## config.mk

```make
export PLATFORM = sky130hd
export DESIGN_NAME = spectrum_pattern_gen_flat
export DESIGN_NICKNAME = d
export VERILOG_FILES = /design/src/rtl/spectrum_pattern_gen_pkg.sv /design/src/rtl/spectrum_pattern_gen_if.sv /design/src/rtl/spectrum_pattern_gen_fft_mag_abs.sv /design/src/rtl/spectrum_pattern_gen.sv /design/src/flat_wrapper.sv
export SDC_FILE = /design/constraint.sdc
export NUM_CORES = 1
export LEC_CHECK = 0
export BUFFER_PORTS_ARGS = -buffer_cell sky130_fd_sc_hd__buf_4
export CAP_MARGIN = 25
export CELL_PAD_IN_SITES_DETAIL_PLACEMENT = 0
export CELL_PAD_IN_SITES_GLOBAL_PLACEMENT = 1
export CORE_MARGIN = 8
export CORE_UTILIZATION = 39
export DETAILED_ROUTE_END_ITERATION = 8
export PLACE_DENSITY_LB_ADDON = 0.1
export SETUP_SLACK_MARGIN = 0.3
export SYNTH_ARGS = -nofsm -noshare
export SYNTH_HDL_FRONTEND = slang
export SYNTH_HIERARCHICAL = 1
export SYNTH_SLANG_ARGS = --single-unit
```

## constraint.sdc

```tcl
create_clock -name pix_clk -period 3.23 [get_ports pix_clk]
set_input_delay 0.1615 -clock pix_clk [delete_from_list [all_inputs] [get_ports pix_clk]]
set_output_delay 0.1615 -clock pix_clk [all_outputs]
set_load 0.02 [all_outputs]
```

## src/rtl/spectrum_pattern_gen_pkg.sv

```systemverilog
// Shared colours, screen geometry and region decode for the spectrum renderer.
// Optional grey grid in the FFT half: define SPECTRUM_GRID_EN.
package spectrum_pkg;

  localparam logic [23:0] BLACK  = 24'h000000;
  localparam logic [23:0] WHITE  = 24'hFFFFFF;
  localparam logic [23:0] GREEN  = 24'h00FF00;
  localparam logic [23:0] YELLOW = 24'hFFFF00;
  localparam logic [23:0] GREY   = 24'h404040;

  localparam int SPLIT_Y      = 240;
  localparam int TRACE_CENTER = 360;
  localparam int MAX_BAR      = 239;
  localparam int WIN_X        = 512;

  typedef enum logic [2:0] {
    RG_OFF,
    RG_DIV,
    RG_BLANK,
    RG_FFT,
    RG_AUD
  } region_t;

  // First match wins, so this is a priority chain
  function automatic region_t region_of(
    input logic       de,
    input logic [9:0] x,
    input logic [9:0] y
  );
    region_t r;
    if (!de)
      r = RG_OFF;
    else if (y == 10'(SPLIT_Y))
      r = RG_DIV;
    else if (x >= 10'(WIN_X))
      r = RG_BLANK;
    else if (y < 10'(SPLIT_Y))
      r = RG_FFT;
    else
      r = RG_AUD;
    return r;
  endfunction

endpackage

```

## src/rtl/spectrum_pattern_gen_if.sv

```systemverilog
// Video-timing, RAM-fetch and pixel-output bundle of the spectrum renderer.
// Master drives timing and RAM data; slave is the renderer.
interface spectrum_pattern_gen_if #(
  parameter int X_BITS      = 10,
  parameter int Y_BITS      = 10,
  parameter int COLOR_DEPTH = 8
);
  logic [X_BITS-1:0]      act_x;
  logic [Y_BITS-1:0]      act_y;
  logic                   vs_in;
  logic                   hs_in;
  logic                   de_in;
  logic [31:0]            fft_data;
  logic                   data_req;
  logic [9:0]             RAM_address;
  logic                   en_flag;
  logic                   vs_out;
  logic                   hs_out;
  logic                   de_out;
  logic [COLOR_DEPTH-1:0] r_out;
  logic [COLOR_DEPTH-1:0] g_out;
  logic [COLOR_DEPTH-1:0] b_out;

  modport master (
    output act_x, act_y, vs_in, hs_in, de_in, fft_data,
    input  data_req, RAM_address, en_flag,
    input  vs_out, hs_out, de_out, r_out, g_out, b_out
  );

  modport slave (
    input  act_x, act_y, vs_in, hs_in, de_in, fft_data,
    output data_req, RAM_address, en_flag,
    output vs_out, hs_out, de_out, r_out, g_out, b_out
  );
endinterface

```

## src/rtl/spectrum_pattern_gen_fft_mag_abs.sv

```systemverilog
// L1 magnitude |re|+|im| of a signed complex bin.
// 17-bit result so |-32768| + |-32768| = 65536 fits.
module fft_mag_abs (
  input  logic [15:0] re,
  input  logic [15:0] im,
  output logic [16:0] mag
);

  logic [16:0] abs_re;
  logic [16:0] abs_im;

  // Sign-extend to 17 bits before negating so -32768 maps to 32768
  always_comb begin
    abs_re = re[15] ? 17'd0 - {re[15], re} : {1'b0, re};
    abs_im = im[15] ? 17'd0 - {im[15], im} : {1'b0, im};
    mag    = abs_re + abs_im;
  end

endmodule

```

## src/rtl/spectrum_pattern_gen.sv

```systemverilog
// FFT bar graph (upper half) and audio trace (lower half) renderer.
// Optional grid: define SPECTRUM_GRID_EN.
module spectrum_pattern_gen
  import spectrum_pkg::*;
#(
  parameter int COLOR_DEPTH = 8,
  parameter int X_BITS      = 10,
  parameter int Y_BITS      = 10,
  parameter int H_ACT       = 640,
  parameter int V_ACT       = 480,
  parameter int FFT_POINT   = 256,
  parameter int MAG_SHIFT   = 8,
  parameter int AUDIO_BASE  = 256
) (
  input logic pix_clk,
  input logic rst,
  spectrum_pattern_gen_if.slave bus
);

  logic [X_BITS-1:0] x0;
  logic [Y_BITS-1:0] y0;
  logic              de0;
  logic              vs0;
  logic              hs0;
  logic              req0;
  logic              en0;
  logic [9:0]        addr0;

  logic [16:0]        mag;
  logic [16:0]        scaled;
  logic [7:0]         height;
  logic signed [15:0] sample;
  logic signed [15:0] offset;
  logic signed [11:0] trace_y;
  logic signed [11:0] dy;
  logic               near;
  logic               bar;
  region_t            region;
  logic [23:0]        pix;

  logic        vs2;
  logic        hs2;
  logic        de2;
  logic [23:0] rgb2;

  logic audio_in;
  logic win_in;

  assign audio_in = bus.act_y >= Y_BITS'(V_ACT / 2);
  assign win_in   = bus.de_in && (bus.act_x < X_BITS'(2 * FFT_POINT));

  // Stage 0: capture coordinates/syncs and issue the RAM read
  always_ff @(posedge pix_clk or posedge rst) begin
    if (rst) begin
      x0    <= '0;
      y0    <= '0;
      de0   <= 1'b0;
      vs0   <= 1'b0;
      hs0   <= 1'b0;
      req0  <= 1'b0;
      en0   <= 1'b0;
      addr0 <= '0;
    end else begin
      x0   <= bus.act_x;
      y0   <= bus.act_y;
      de0  <= bus.de_in;
      vs0  <= bus.vs_in;
      hs0  <= bus.hs_in;
      en0  <= audio_in;
      req0 <= win_in;
      if (win_in)
        addr0 <= {2'b00, bus.act_x[8:1]}
               + (audio_in ? 10'(AUDIO_BASE) : 10'd0);
      else
        addr0 <= '0;
    end
  end

  fft_mag_abs u_mag (
    .re  (bus.fft_data[15:0]),
    .im  (bus.fft_data[31:16]),
    .mag (mag)
  );

  // Stage 1: bar height, trace position and pixel colour
  always_comb begin
    scaled  = mag >> MAG_SHIFT;
    height  = (scaled > 17'(MAX_BAR)) ? 8'(MAX_BAR) : scaled[7:0];
    sample  = $signed(bus.fft_data[15:0]);
    offset  = sample >>> 9;
    trace_y = 12'(TRACE_CENTER) - offset[11:0];
    dy      = $signed({2'b00, 10'(y0)}) - trace_y;
    near    = (dy >= -12'sd1) && (dy <= 12'sd1);
    bar     = (height != 8'd0)
           && ((10'(MAX_BAR) - 10'(y0)) <= {2'b00, height});
    region  = region_of(de0, 10'(x0), 10'(y0));
    pix     = BLACK;
    unique case (region)
      RG_OFF:   pix = BLACK;
      RG_DIV:   pix = WHITE;
      RG_BLANK: pix = BLACK;
      RG_FFT: begin
        if (bar)
          pix = GREEN;
`ifdef SPECTRUM_GRID_EN
        else if ((x0[5:0] == 6'd0) || (y0[5:0] == 6'd0))
          pix = GREY;
`endif
        else
          pix = BLACK;
      end
      RG_AUD:   pix = near ? YELLOW : BLACK;
      default:  pix = BLACK;
    endcase
  end

  // Stage 2: register pixel alongside the twice-delayed syncs
  always_ff @(posedge pix_clk or posedge rst) begin
    if (rst) begin
      vs2  <= 1'b0;
      hs2  <= 1'b0;
      de2  <= 1'b0;
      rgb2 <= '0;
    end else begin
      vs2  <= vs0;
      hs2  <= hs0;
      de2  <= de0;
      rgb2 <= pix;
    end
  end

  assign bus.data_req    = req0;
  assign bus.en_flag     = en0;
  assign bus.RAM_address = addr0;
  assign bus.vs_out      = vs2;
  assign bus.hs_out      = hs2;
  assign bus.de_out      = de2;
  assign bus.r_out       = COLOR_DEPTH'(rgb2[23:16]);
  assign bus.g_out       = COLOR_DEPTH'(rgb2[15:8]);
  assign bus.b_out       = COLOR_DEPTH'(rgb2[7:0]);

endmodule

```

## src/flat_wrapper.sv

```systemverilog
// flat-port wrapper written by rule: the top's interface ports become plain ports
module spectrum_pattern_gen_flat import spectrum_pkg::*;
#(
  parameter int COLOR_DEPTH = 8,
  parameter int X_BITS      = 10,
  parameter int Y_BITS      = 10,
  parameter int H_ACT       = 640,
  parameter int V_ACT       = 480,
  parameter int FFT_POINT   = 256,
  parameter int MAG_SHIFT   = 8,
  parameter int AUDIO_BASE  = 256
)
  (pix_clk, rst, bus_act_x, bus_act_y, bus_vs_in, bus_hs_in, bus_de_in, bus_fft_data, bus_data_req, bus_RAM_address, bus_en_flag, bus_vs_out, bus_hs_out, bus_de_out, bus_r_out, bus_g_out, bus_b_out);
  spectrum_pattern_gen_if #(.X_BITS(X_BITS), .Y_BITS(Y_BITS), .COLOR_DEPTH(COLOR_DEPTH)) bus_i ();
  input logic pix_clk;
  input logic rst;
  input wire logic [$bits(bus_i.act_x)-1:0] bus_act_x;
  input wire logic [$bits(bus_i.act_y)-1:0] bus_act_y;
  input wire logic [$bits(bus_i.vs_in)-1:0] bus_vs_in;
  input wire logic [$bits(bus_i.hs_in)-1:0] bus_hs_in;
  input wire logic [$bits(bus_i.de_in)-1:0] bus_de_in;
  input wire logic [$bits(bus_i.fft_data)-1:0] bus_fft_data;
  output wire logic [$bits(bus_i.data_req)-1:0] bus_data_req;
  output wire logic [$bits(bus_i.RAM_address)-1:0] bus_RAM_address;
  output wire logic [$bits(bus_i.en_flag)-1:0] bus_en_flag;
  output wire logic [$bits(bus_i.vs_out)-1:0] bus_vs_out;
  output wire logic [$bits(bus_i.hs_out)-1:0] bus_hs_out;
  output wire logic [$bits(bus_i.de_out)-1:0] bus_de_out;
  output wire logic [$bits(bus_i.r_out)-1:0] bus_r_out;
  output wire logic [$bits(bus_i.g_out)-1:0] bus_g_out;
  output wire logic [$bits(bus_i.b_out)-1:0] bus_b_out;
  assign bus_i.act_x = bus_act_x;
  assign bus_i.act_y = bus_act_y;
  assign bus_i.vs_in = bus_vs_in;
  assign bus_i.hs_in = bus_hs_in;
  assign bus_i.de_in = bus_de_in;
  assign bus_i.fft_data = bus_fft_data;
  assign bus_data_req = bus_i.data_req;
  assign bus_RAM_address = bus_i.RAM_address;
  assign bus_en_flag = bus_i.en_flag;
  assign bus_vs_out = bus_i.vs_out;
  assign bus_hs_out = bus_i.hs_out;
  assign bus_de_out = bus_i.de_out;
  assign bus_r_out = bus_i.r_out;
  assign bus_g_out = bus_i.g_out;
  assign bus_b_out = bus_i.b_out;
  spectrum_pattern_gen #(.COLOR_DEPTH(COLOR_DEPTH), .X_BITS(X_BITS), .Y_BITS(Y_BITS), .H_ACT(H_ACT), .V_ACT(V_ACT), .FFT_POINT(FFT_POINT), .MAG_SHIFT(MAG_SHIFT), .AUDIO_BASE(AUDIO_BASE)) u_core (.pix_clk(pix_clk), .rst(rst), .bus(bus_i));
endmodule
```

==> qor.tcl <==
set qor(ant_nets) 0
set qor(layout-area-overhead-vs-synth_pct) 50.0
set qor(worstPathMaxFanout) 6
set qor(critical_path_source) {bus_fft_data[19]}
set qor(violations_in_the_final_reports) {setup timing}
set qor(cts_num_sinks) 31
set qor(drt-vias-per-instance) 5.07
set qor(globalRouteOverflowTotal) 0
set qor(period_share_pct) 130
set qor(critPathSlowestCell) {or3_4}
set qor(timing_worst_setup_path_type) {input pin to register}
set qor(reg2reg_setup_slack_ns) 0.30
set qor(fp-row-count) 34
set qor(clkLatencyLatePin_ns) 0.27
set qor(drt-pass1-iter-count) 4
set qor(initial_core_util_pct) 39.5
set qor(initial_antenna_violation_count) 0
set qor(hold-path-cell-count) 2
set qor(worst-slew-pin-transition_ns) 0.499
set qor(syn-cell-area_um2) 3390
set qor(min-delay-start) {bus_act_x[4]}
set qor(worstReg2RegEnd) {u_core/rgb2[15]$_DFF_PP0_}
set qor(finalSetupViolations) 1
set qor(cellInternalPower_mw) 1.14
set qor(path_clk_slew_ns) 0.06
set qor(critPathMaxStageDelay_ns) 0.41
set qor(syn_inst) 386
set qor(switching_power_mw) 0.689
set qor(fin_ws_ns) -0.954
set qor(crit_path_end_kind) {register}
set qor(report.final.slew_viol_count) 0
set qor(drt_first_iter_violations) 56
set qor(max_flop_register) {u_core/y0}
set qor(number_of_global_route_vias_before_repair) 3552
set qor(finalWirelength_um) 9980
set qor(vdd_ir_drop_max_uv) 306
set qor(clock_tree_from_tritoncts) {built}
set qor(dp_hpwl_um) 8260
set qor(power_per_cell_area_nw_per_um2) 360
set qor(final_layout_size_suffix_gt1_share_pct) 41.5
set qor(via_count) 3359
set qor(report.final.hold_viol_count) 0
set qor(clk_path_buf_depth) 2
set qor(die-area_um2) 11900
set qor(gp_routability_congestion) 0.903
set qor(clock-root-buffer) {clkbuf_8}
set qor(core_region_area_um2) 8590
set qor(swShare_pct) 37.6
set qor(totalPowerFinal_mw) 1.83
set qor(mappedNetlistNets) 492
set qor(critical_path.cell_chain) {buf_4 -> or3_4 -> nor4_4 -> inv_2 -> o41ai_4 -> xnor2_1 -> ha_2 -> nand2_2 -> nor3_2 -> nor2_1 -> a41oi_1 -> xor2_1 -> a41o_1 -> nor2_1 -> ha_1 -> nor2b_1 -> o21a_1 -> o21ai_1 -> a21oi_2 -> a2111oi_2 -> o21ai_1 -> nand3_1}
set qor(clock_buffers_created_by_tritoncts) 5
set qor(numPortBuffers) 93
set qor(worst-r2r-cell-count) 11
set qor(run_status) {finished, violations left}
set qor(track_usage_pct) 16.6
set qor(skew_ns) 0.00325
set qor(die_h_um) 109
set qor(placement.setup.worst_slack_ns) -1.24
set qor(hold_path_class) {input pin to register}
set qor(insertedDiodeCount) 0
set qor(timing.critical_path.arrival_ns) 4.39
set qor(worst_setup_path_start_kind) {input pin}
set qor(worst_hold_slack_ns) 0.0968
set qor(synth_area_per_cell_um2) 8.79
set qor(clockPowerShare_pct) 17.7
set qor(die_w_um) 109
set qor(io_pins) 96
set qor(largest_register_ffs) 10
set qor(power.combinational.fraction_pct) 59.5
set qor(detail_route.wl_per_cell_um) 15.1
set qor(grt_setup_unrepaired) {yes}
set qor(htreeDepth) 2
set qor(worst_hold_path.endpoint) {u_core/bus.RAM_address[3]$_DFF_PP0_}
set qor(drv_cap) 0
set qor(leakage_nw) 2.48
set qor(yosys_warnings) 6
set qor(pwr-share-seq_pct) 22.8
set qor(slew_headroom_pct) 66.7
set qor(grt_max_degree) 26
set qor(finish.net_count) 659
set qor(drt_drc_violations_left) 0
set qor(regToRegStartpoint) {u_core/y0[1]$_DFF_PP0_}
set qor(worst_ep_required_time_ns) 3.43
set qor(grt_pass1_wl_um) 16300
set qor(min_period_ns) 4.18
set qor(achievable-frequency_mhz) 239
==> power by group through the flow <==
stage / combinational (mW) / sequential (mW) / clock, mW
finish: 1.09 / 0.418 / 0.324
global route: 1.21 / 0.420 / 0.354
CTS: 1.00 / 0.418 / 0.336
detailed placement: 0.973 / 0.425 / 0
global placement: 0.957 / 0.424 / 0
floorplan: 0.573 / 0.433 / 0
==> layout make-up <==
class                   count  area (um2)
fillers                   790        3500
multi-input cells         297        2500
repair buffers            186        1460
flip-flops and latches     31         776
well taps                 108         135
inverters                  32         120
clock buffers               8         100
==> worst max-delay path by stage <==
stage / endpoint / slack, ns / depth (start not counted)
floorplan: u_core/rgb2[15]$_DFF_PP0_ / -0.77 / 20
global placement: u_core/rgb2[15]$_DFF_PP0_ / -1.13 / 22
detailed placement: u_core/rgb2[15]$_DFF_PP0_ / -1.24 / 22
CTS: u_core/rgb2[15]$_DFF_PP0_ / -0.90 / 23
global route: u_core/rgb2[15]$_DFF_PP0_ / -1.20 / 22
finish: u_core/rgb2[15]$_DFF_PP0_ / -0.95 / 22
==> timing repair <==
item | CTS | global route
resized for setup | 8 | 31
hold buffers | 14 | 1
setup endpoints to repair | 2 | 2
setup buffers | 0 | 2
cloned | 0 | 0
hold endpoints to repair | 19 | 1
pin swaps | 4 | 16
==> per-stage QoR <==
| stage | instance area, um2 | TNS (ns) | util [%] | std cells |
|---|---|---|---|---|
| after CTS | 4910 | -0.895 | 57.1 | 659 |
| after detailed placement | 4640 | -1.24 | 54.0 | 637 |
| final | 5090 | -0.954 | 59.3 | 662 |
| after global routing | 5090 | -1.20 | 59.3 | 662 |
| after floorplan | 3400 | -0.769 | - | 386 |
| after global placement | 4610 | -1.13 | 53.7 | 636 |
==> worst max-delay path: cells and delay by family <==
kind / cells / cell delay, ns
fa+ha+maj: 2 / 0.68
compound gates: 8 / 1.52
xor+xnor: 2 / 0.35
buf+inv: 2 / 0.21
simple gates: 8 / 1.47
==> layer usage <==
metal	share of wire (%)	wire, um	vias to the layer above	track usage, %
li1	-	-	1696	-
met1	40	4020	1592	19.3
met2	54	5420	67	31.1
met3	4.7	473	4	3.17
met4	0.74	74	0	2.99
met5	0	0	-	0
==> layout by cell type (no fill, tap or decap), drive strengths merged, types with 2 or more instances in the layout <==
| master | n |
|---|---|
| or3 | 4 |
| o21bai | 2 |
| nor2 | 22 |
| nand2b | 3 |
| fa | 3 |
| clkbuf | 8 |
| o311ai | 2 |
| o22ai | 2 |
| nand2 | 27 |
| a21o | 5 |
| inv | 32 |
| nor3 | 8 |
| dfrtp | 31 |
| a2111oi | 5 |
| and2 | 9 |
| or2 | 5 |
| xor2 | 15 |
| buf | 171 |
| o21ai | 19 |
| nand3 | 7 |
| a21boi | 2 |
| nor2b | 5 |
| or4 | 3 |
| dlygate4sd3 | 15 |
| ha | 46 |
| o31ai | 6 |
| a211oi | 3 |
| o41ai | 4 |
| nand4 | 7 |
| o21a | 4 |
| xnor2 | 26 |
| nor4 | 6 |
| a31o | 4 |
| and3 | 2 |
| o2111ai | 2 |
| a21oi | 22 |
Power figures use the tool's default switching activity.
